## src/rtl/uart_tx_if.sv

```systemverilog
// Byte-write side and serial/status side of the UART transmitter.
interface uart_tx_if;
    logic [7:0] uart_tx_data;
    logic       uart_tx_wr;
    logic       uart_tx_clr;
    logic       uart_tx_pin;
    logic       uart_tx_full;
    logic       uart_tx_empty;
    logic       uart_tx_busy;
    logic       uart_tx_ovf;

    modport master (
        output uart_tx_data, uart_tx_wr, uart_tx_clr,
        input  uart_tx_pin, uart_tx_full, uart_tx_empty, uart_tx_busy, uart_tx_ovf
    );
    modport slave (
        input  uart_tx_data, uart_tx_wr, uart_tx_clr,
        output uart_tx_pin, uart_tx_full, uart_tx_empty, uart_tx_busy, uart_tx_ovf
    );
endinterface

```

## src/rtl/uart_tx.sv

```systemverilog
// 8N1/8N2 UART transmitter with a 4-entry byte FIFO; OVS bclk cycles per bit.
module uart_tx #(
    parameter int OVS       = 8,
    parameter int STOP_BITS = 1
) (
    input  logic   uart_tx_bclk,
    input  logic   uart_tx_rst_n,
    uart_tx_if.slave bus
);
    localparam int CW = $clog2(OVS);

    typedef enum logic [1:0] {IDLE, START, DATA, STOP} state_t;

    state_t        state_q, state_d;
    logic [CW-1:0] bcnt_q, bcnt_d;
    logic [2:0]    idx_q, idx_d;
    logic [7:0]    sh_q, sh_d;
    logic          pin_q, pin_d;

    logic [7:0]    mem [4];
    logic [1:0]    wp_q, rp_q;
    logic [2:0]    cnt_q;
    logic          ovf_q;
    logic          full, empty, push, pop, bit_end;

    assign full    = (cnt_q == 3'd4);
    assign empty   = (cnt_q == 3'd0);
    assign push    = bus.uart_tx_wr && !full;
    assign bit_end = (bcnt_q == CW'(OVS - 1));

    always_comb begin
        state_d = state_q;
        bcnt_d  = bcnt_q + 1'b1;
        idx_d   = idx_q;
        sh_d    = sh_q;
        pin_d   = pin_q;
        pop     = 1'b0;
        case (state_q)
            IDLE: begin
                bcnt_d = '0;
                pin_d  = 1'b1;
                if (!empty) begin
                    pop     = 1'b1;
                    sh_d    = mem[rp_q];
                    pin_d   = 1'b0;
                    state_d = START;
                end
            end
            START: if (bit_end) begin
                bcnt_d  = '0;
                idx_d   = '0;
                pin_d   = sh_q[0];
                state_d = DATA;
            end
            DATA: if (bit_end) begin
                bcnt_d = '0;
                if (idx_q == 3'd7) begin
                    idx_d   = '0;
                    pin_d   = 1'b1;
                    state_d = STOP;
                end else begin
                    // sh_q[0] is always the bit currently on the line
                    idx_d = idx_q + 3'd1;
                    sh_d  = {1'b0, sh_q[7:1]};
                    pin_d = sh_q[1];
                end
            end
            STOP: if (bit_end) begin
                bcnt_d = '0;
                // idx_q counts stop bits here so bcnt never exceeds OVS-1
                if (idx_q == 3'(STOP_BITS - 1)) begin
                    idx_d = '0;
                    if (!empty) begin
                        pop     = 1'b1;
                        sh_d    = mem[rp_q];
                        pin_d   = 1'b0;
                        state_d = START;
                    end else begin
                        state_d = IDLE;
                    end
                end else begin
                    idx_d = idx_q + 3'd1;
                end
            end
            default: state_d = IDLE;
        endcase
    end

    always_ff @(posedge uart_tx_bclk or negedge uart_tx_rst_n) begin
        if (!uart_tx_rst_n) begin
            state_q <= IDLE;
            bcnt_q  <= '0;
            idx_q   <= '0;
            sh_q    <= '0;
            pin_q   <= 1'b1;
        end else begin
            state_q <= state_d;
            bcnt_q  <= bcnt_d;
            idx_q   <= idx_d;
            sh_q    <= sh_d;
            pin_q   <= pin_d;
        end
    end

    always_ff @(posedge uart_tx_bclk) begin
        if (push) mem[wp_q] <= bus.uart_tx_data;
    end

    always_ff @(posedge uart_tx_bclk or negedge uart_tx_rst_n) begin
        if (!uart_tx_rst_n) begin
            wp_q  <= '0;
            rp_q  <= '0;
            cnt_q <= '0;
            ovf_q <= 1'b0;
        end else begin
            if (push) wp_q <= wp_q + 2'd1;
            if (pop)  rp_q <= rp_q + 2'd1;
            case ({push, pop})
                2'b10:   cnt_q <= cnt_q + 3'd1;
                2'b01:   cnt_q <= cnt_q - 3'd1;
                default: cnt_q <= cnt_q;
            endcase
            // a dropped write wins over a same-edge clear
            if (bus.uart_tx_wr && full) ovf_q <= 1'b1;
            else if (bus.uart_tx_clr)   ovf_q <= 1'b0;
        end
    end

    assign bus.uart_tx_pin   = pin_q;
    assign bus.uart_tx_full  = full;
    assign bus.uart_tx_empty = empty;
    assign bus.uart_tx_busy  = (state_q != IDLE) || !empty;
    assign bus.uart_tx_ovf   = ovf_q;
endmodule

```

## src/flat_wrapper.sv

```systemverilog
// flat-port wrapper written by rule: the top's interface ports become plain ports
module uart_tx_flat 
#(
    parameter int OVS       = 8,
    parameter int STOP_BITS = 1
)
  (uart_tx_bclk, uart_tx_rst_n, bus_uart_tx_data, bus_uart_tx_wr, bus_uart_tx_clr, bus_uart_tx_pin, bus_uart_tx_full, bus_uart_tx_empty, bus_uart_tx_busy, bus_uart_tx_ovf);
  uart_tx_if bus_i ();
  input  logic uart_tx_bclk;
  input  logic uart_tx_rst_n;
  input wire logic [$bits(bus_i.uart_tx_data)-1:0] bus_uart_tx_data;
  input wire logic [$bits(bus_i.uart_tx_wr)-1:0] bus_uart_tx_wr;
  input wire logic [$bits(bus_i.uart_tx_clr)-1:0] bus_uart_tx_clr;
  output wire logic [$bits(bus_i.uart_tx_pin)-1:0] bus_uart_tx_pin;
  output wire logic [$bits(bus_i.uart_tx_full)-1:0] bus_uart_tx_full;
  output wire logic [$bits(bus_i.uart_tx_empty)-1:0] bus_uart_tx_empty;
  output wire logic [$bits(bus_i.uart_tx_busy)-1:0] bus_uart_tx_busy;
  output wire logic [$bits(bus_i.uart_tx_ovf)-1:0] bus_uart_tx_ovf;
  assign bus_i.uart_tx_data = bus_uart_tx_data;
  assign bus_i.uart_tx_wr = bus_uart_tx_wr;
  assign bus_i.uart_tx_clr = bus_uart_tx_clr;
  assign bus_uart_tx_pin = bus_i.uart_tx_pin;
  assign bus_uart_tx_full = bus_i.uart_tx_full;
  assign bus_uart_tx_empty = bus_i.uart_tx_empty;
  assign bus_uart_tx_busy = bus_i.uart_tx_busy;
  assign bus_uart_tx_ovf = bus_i.uart_tx_ovf;
  uart_tx #(.OVS(OVS), .STOP_BITS(STOP_BITS)) u_core (.uart_tx_bclk(uart_tx_bclk), .uart_tx_rst_n(uart_tx_rst_n), .bus(bus_i));
endmodule
```

## config.mk

```make
export PLATFORM = sky130hd
export DESIGN_NAME = uart_tx_flat
export DESIGN_NICKNAME = d
export VERILOG_FILES = /design/src/rtl/uart_tx_if.sv /design/src/rtl/uart_tx.sv /design/src/flat_wrapper.sv
export SDC_FILE = /design/constraint.sdc
export NUM_CORES = 1
export LEC_CHECK = 0
export CORE_MARGIN = 2
export CORE_UTILIZATION = 45
export CTS_BUF_LIST = sky130_fd_sc_hd__clkbuf_8
export CTS_CLUSTER_DIAMETER = 30
export DETAILED_ROUTE_END_ITERATION = 10
export SKIP_CTS_REPAIR_TIMING = 1
export SYNTH_ARGS = -nofsm -noshare
export SYNTH_HDL_FRONTEND = slang
export SYNTH_SLANG_ARGS = --single-unit
```

## constraint.sdc

```tcl
create_clock -name uart_tx_bclk -period 6.9 [get_ports uart_tx_bclk]
set_input_delay 1.035 -clock uart_tx_bclk [delete_from_list [all_inputs] [get_ports uart_tx_bclk]]
set_output_delay 1.035 -clock uart_tx_bclk [all_outputs]
set_load 0.05 [all_outputs]
```

==> impl_metrics.yaml, run 1 <==
logic_synthesis:
  syn_nets: 226
  ys.flop_type: "edfxtp_1"
  synth-async-reset-ratio_pct: 43.9
  synth_area_mm2: 0.00267
  ys_warn_count: 0
  synth_top_area_share_pct: 36.0
  synth_edf_count: 32
  synthTopCellsByArea: "edfxtp_1 (36%), dfrtp_1 (23%), ha_1 (7.0%), mux2_4 (3.9%), mux2i_1 (3.4%)"
  seq_area_frac_synth_pct: 59.5
  syn_area_per_cell_um2: 13.5
  synth_seq_cells: 57
  netlist_instances: 198
  ys_types: 38
  yosys.area.top_type: "edfxtp_1"
  synth_most_common_cell: "edfxtp_1"
  ys_top_cells_by_count: "edfxtp_1 (32), dfrtp_1 (24), inv_1 (20), ha_1 (15), nor2b_1 (10)"
power:
  power.leakage_nw: 1.25
  intPower_uw: 888
  p_sw_uw: 545
  peakVddDrop_mv: 0.234
  p_comb_share_pct: 41.5
  seqPwrFrac_pct: 39.3
  pwr-share-clk_pct: 19.1
  powerDensity_mw_per_mm2: 466
  swShare_pct: 38.0
die:
  die_w_um: 81.0
  die-area_mm2: 0.00656
  die_y_um: 81.0
  rows: 28
  initial_utilization_pct: 45.9
  core_mm2: 0.00582
  ios: 17
cts:
  clkSinkCount: 57
  clockBufferDepth: 2
  clk_latency_ns: 0.34
  cts_tree: "done"
  clk_pin_slew_ns: 0.07
  numCtsBuffers: 9
  ctsRootBufferMaster: "clkbuf_8"
  cts-htree-levels: 3
global_routing:
  grt_pass1_wl_um: 8080
  first_global_vias: 1616
  grt_use_total_pct: 17.3
  antenna_found_initial: 0
  grt_start_max_net_pins: 26
  overflow: 0
drt:
  num_vias: 1555
  routedWlPerCell_um: 16.0
  vias_per_cell: 5.18
  wirelength_um: 4790
  drc: 0
  ant_nets: 0
  first_pass_iters: 4
  drtIter0Drc: 114
timing:
  setup_viol_count_final: 0
  finalSetupTns_ns: 0
  finalMaxSlewViolations: 0
  tightest_slew_ns: 0.929
  hold_slack_ns: 0.449
  finalClockSkew_ns: 0.00697
  setup_ws_ns: 3.86
  slew_headroom_pct: 38.1
  period_minus_slack_ns: 3.04
  max_freq_ghz: 0.329
  final-hold-violation-count: 0
  final.period_utilization_pct: 44.0
  rsz0062_at_grt: "false"
critical_path:
  cp-start-kind: "register"
  crit_arrival_ns: 2.00
  crit_required_ns: 5.86
  critical_path_peak_fanout: 5
  critPathCaptureType: "output pin"
  critPathKind: "reg -> out"
hold_path:
  hold_class: "reg -> reg"
cells_and_area:
  design_area_mm2: 0.00307
  drive_gt1_share_pct: 13.8
  antenna_cells: 0
  finish.utilization_pct: 52.9
  final_nets: 248
  nFillCells: 523
  area_delta_synth_final_pct: 15.2
placed_design:
  gp_congestion: 0.745
  portBuffers: 16
  pre_cts_slack_ns: 3.97
  postPlaceCellArea_mm2: 0.00289
  dp_hpwl_um: 3090
job:
  max-cap-violations: 0
run_status:
  status: "complete, no violations"
## cell families (layout without fill, tap and decap cells)
family | after synthesis | in the layout | share of synthesized area, %
AND/OR/NAND/NOR | 41 | 41 | 9.10
adder cells (fa/ha/maj) | 16 | 16 | 7.78
multiplexers | 19 | 19 | 9.00
XOR/XNOR | 6 | 6 | 1.97
flip-flops | 57 | 57 | 59.5
buffers and inverters | 26 | 53 | 4.22
AO/OA/AOI/OAI | 33 | 33 | 8.44
## routing by layer
metal / GRT usage (%) / up-vias / share of wire [%]
li1: - / 756 / -
met1: 21.5 / 760 / 45
met2: 26.5 / 31 / 48
met3: 6.67 / 8 / 5.2
met4: 8.31 / 0 / 1.4
met5: 0 / - / 0
## final timing paths
kind / startpoint / endpoint / slack [ns] / depth (start not counted)
max in group asynchronous: uart_tx_rst_n / u_core.bus.uart_tx_pin$_DFFE_PN1P_ / 5.52 / 2
min in group asynchronous: uart_tx_rst_n / u_core.sh_q[6]$_DFFE_PN0P_ / 1.08 / 2
hold / removal: u_core.bcnt_q[0]$_DFF_PN0_ / u_core.bcnt_q[0]$_DFF_PN0_ / 0.45 / 1
setup reg to reg: u_core.bcnt_q[0]$_DFF_PN0_ / u_core.cnt_q[2]$_DFFE_PN0P_ / 4.14 / 10
hold reg to reg: u_core.bcnt_q[0]$_DFF_PN0_ / u_core.bcnt_q[0]$_DFF_PN0_ / 0.45 / 1
setup / recovery: u_core.state_q[0]$_DFFE_PN0P_ / bus_uart_tx_busy / 3.86 / 4
## layout by cell type (no fill, tap or decap), drive strengths merged, types with 3 or more instances in the layout
cell,n
ha,15
clkinv,4
clkbuf,9
nor2b,11
a221oi,7
inv,20
o21bai,3
dfrtp,24
mux2i,9
nand2,8
and2,4
xnor2,3
o21ai,6
a21oi,5
clkdlybuf4s50,16
edfxtp,32
a211oi,8
clkinvlp,3
mux2,9
xor2,3
nand2b,3
nor3,6
## per-stage QoR
stage          total power, mW  instances
6_report                  1.43        300
3_3_place_gp              1.13        284
4_1_cts                   1.45        300
5_1_grt                   1.55        300
3_5_place_dp              1.17        284
2_1_floorplan             1.03        198
## critical path, cell delays in order (launching register included)
cell and delay (ns):
dfrtp_1 0.41, inv_1 0.11, ha_1 0.23, nand2_1 0.11, clkdlybuf4s50_1 0.81
## final cells by class
class | instances | area [um^2] | area share [%]
tap | 75 | 93.8 | 3.05
multi-input combinational | 115 | 968 | 31.5
clock inverter | 7 | 57.6 | 1.87
clock buffer | 9 | 124 | 4.03
inverter | 20 | 75.1 | 2.44
timing repair buffer | 17 | 168 | 5.45
sequential | 57 | 1590 | 51.6
## power groups by stage
stage,registers [mW],logic [mW],clock network [mW]
after floorplan,0.550,0.481,0
after global placement,0.565,0.569,0
after detailed placement,0.570,0.599,0
after CTS,0.566,0.604,0.282
after global routing,0.581,0.666,0.299
final,0.564,0.595,0.274
## registers in the layout, indices dropped and copies added (netlist names)
register / flops
u_core.bcnt_q: 3
u_core.sh_q: 8
u_core.bus.uart_tx_pin: 1
u_core.idx_q: 3
u_core.bus.uart_tx_ovf: 1
u_core.wp_q: 2
u_core.mem: 32
u_core.rp_q: 2
u_core.cnt_q: 3
u_core.state_q: 2
No activity file was read; power rests on OpenSTA's default activity.
==> inputs of run 2 (changes only) <==
clock period = 3 ns   (was 6.9 ns; I/O delays follow)
==> run 2 against run 1 <==
Net effect:
- critical path depth is 5 higher
- flip-flop and latch count stayed put
- sequential share of layout area is 0.70 points lower
- critical path type is now reg -> reg
==> impl_metrics.yaml, run 2 (synthesized netlist as in run 1, its figures left out) <==
run_status:
  status: "complete, no violations"
timing:
  finalClockSkew_ns: 0.00424
  period_minus_slack_ns: 2.65
  rsz0062_at_grt: "false"
  final.period_utilization_pct: 88.3
  setup_viol_count_final: 0
  max_freq_ghz: 0.378
  tightest_slew_ns: 0.640
  slew_headroom_pct: 57.2
  finalMaxSlewViolations: 0
  finalSetupTns_ns: 0
  final-hold-violation-count: 0
  setup_ws_ns: 0.352
global_routing:
  overflow: 0
  grt_start_max_net_pins: 26
  antenna_found_initial: 0
  grt_pass1_wl_um: 8150
  grt_use_total_pct: 17.5
  first_global_vias: 1700
cts:
  ctsRootBufferMaster: "clkbuf_8"
  clk_latency_ns: 0.34
  clkSinkCount: 57
  clockBufferDepth: 2
  numCtsBuffers: 9
  cts_tree: "done"
  clk_pin_slew_ns: 0.06
  cts-htree-levels: 3
critical_path:
  critPathKind: "reg -> reg"
  reg2reg_depth: 9
  critPathTopFamily: "adder cells"
  crit_arrival_ns: 2.91
  critPathCaptureType: "register"
  cp_cell_sequence: "ha_1 -> nand4b_1 -> a211oi_1 -> ha_1 -> inv_1 -> fa_1 -> xor2_1 -> nor2_1 -> xor2_1"
  crit_start: "u_core.state_q[0]$_DFFE_PN0P_"
  ff2ff_setup_slack_ns: 0.35
  critical_path_peak_fanout: 9
  path_buf_inv: 1
  timing.rr.start: "u_core.state_q[0]$_DFFE_PN0P_"
  r2r_end: "u_core.cnt_q[2]$_DFFE_PN0P_"
  cp_num_cells: 9
  slowest_delay_ns: 0.47
  cp-start-kind: "register"
  timing.critical_path.to: "u_core.cnt_q[2]$_DFFE_PN0P_"
  crit_required_ns: 3.26
  cp_slowest_cell: "a211oi_1"
cells_and_area:
  reg_top3: "u_core.mem (32), u_core.sh_q (8)"
  antenna_cells: 0
  regMostFlops: "u_core.mem"
  nFillCells: 513
  largest_register_ffs: 32
  regArea_mm2: 0.00159
  multi_input_area_um2: 968
  area_delta_synth_final_pct: 16.8
  layout_common_cells: "edfxtp_1 (32), dfrtp_1 (24), inv_1 (20), clkdlybuf4s50_1 (16), ha_1 (15)"
  drive_gt1_share_pct: 13.7
  mostFrequentLayoutCell: "edfxtp_1"
  final_nets: 250
die:
  ios: 17
  core_mm2: 0.00582
  die_y_um: 81.0
  rows: 28
  die-area_mm2: 0.00656
  die_w_um: 81.0
  initial_utilization_pct: 45.9
placed_design:
  dp_hpwl_um: 3350
  portBuffers: 16
  pre_cts_slack_ns: 0.352
  gp_congestion: 0.740
job:
  max-cap-violations: 0
drt:
  drtIter0Drc: 93
  drc: 0
  vias_per_cell: 5.30
  wirelength_um: 4860
  num_vias: 1600
  first_pass_iters: 4
  routedWlPerCell_um: 16.1
  ant_nets: 0
power:
  power.leakage_nw: 1.28
  peakVddDrop_mv: 0.605
  powerDensity_mw_per_mm2: 1100
hold_path:
  hold_class: "reg -> reg"
[run 2: cell types whose count changed in the layout (fill, tap and decap cells not counted), sizes merged]
cell / change
buf: +2
bufinv: +2
clkinvlp: -2
[run 2: layout make-up]
type | instances | share of cell area (%)
clock buffers | 9 | 3.97
clock inverters | 7 | 2.73
inverters | 20 | 2.41
multi-input cells | 115 | 31.1
flip-flops and latches | 57 | 50.9
well taps | 75 | 3.01
repair buffers | 19 | 5.86
[run 2: worst min path at each step]
| stage | to | from | cells past startpoint | slack (ns) |
|---|---|---|---|---|
| 6_report | u_core.bcnt_q[0]$_DFF_PN0_ | u_core.bcnt_q[0]$_DFF_PN0_ | 1 | 0.43 |
| 4_1_cts | u_core.bcnt_q[0]$_DFF_PN0_ | u_core.bcnt_q[0]$_DFF_PN0_ | 1 | 0.44 |
| 3_5_place_dp | u_core.bcnt_q[0]$_DFF_PN0_ | u_core.bcnt_q[0]$_DFF_PN0_ | 1 | 0.43 |
| 5_1_grt | u_core.bcnt_q[0]$_DFF_PN0_ | u_core.bcnt_q[0]$_DFF_PN0_ | 1 | 0.47 |
| 2_1_floorplan | u_core.bcnt_q[0]$_DFF_PN0_ | uart_tx_rst_n | 0 | 0.15 |
| 3_3_place_gp | u_core.bcnt_q[0]$_DFF_PN0_ | u_core.bcnt_q[0]$_DFF_PN0_ | 1 | 0.42 |
[run 2: worst register-to-register path, cell delays in order, from the launching register on]
cell and delay [ns]:
dfrtp_1 0.42, ha_1 0.35, nand4b_1 0.16, a211oi_1 0.47, ha_1 0.27, inv_1 0.07
fa_1 0.43, xor2_1 0.15, nor2_1 0.11, xor2_1 0.14
[run 2: power breakdown]
group	switching [mW]	internal [mW]
Sequential	0.173	1.10
Combinational	0.754	0.647
Clock	0.298	0.458
Total	1.22	2.21
[run 2: through the flow]
| stage | std cells | instance area [um^2] | power [mW] | util (%) | hold WS (ns) |
|---|---|---|---|---|---|
| after detailed placement | 286 | 2910 | 2.70 | 50.0 | 0.428 |
| after floorplan | 198 | 2670 | 2.37 | - | 0.154 |
| after CTS | 302 | 3120 | 3.47 | 53.6 | 0.437 |
| after global routing | 302 | 3120 | 3.69 | 53.6 | 0.466 |
| after global placement | 286 | 2910 | 2.64 | 50.0 | 0.425 |
| final | 302 | 3120 | 3.43 | 53.6 | 0.433 |
[run 2: routing by layer]
metal	up-vias	track usage [%]	routed length, um
li1	758	-	-
met4	0	12.2	110
met3	11	3.89	238
met2	41	27.4	2400
met5	-	0	0
met1	790	21.4	2120
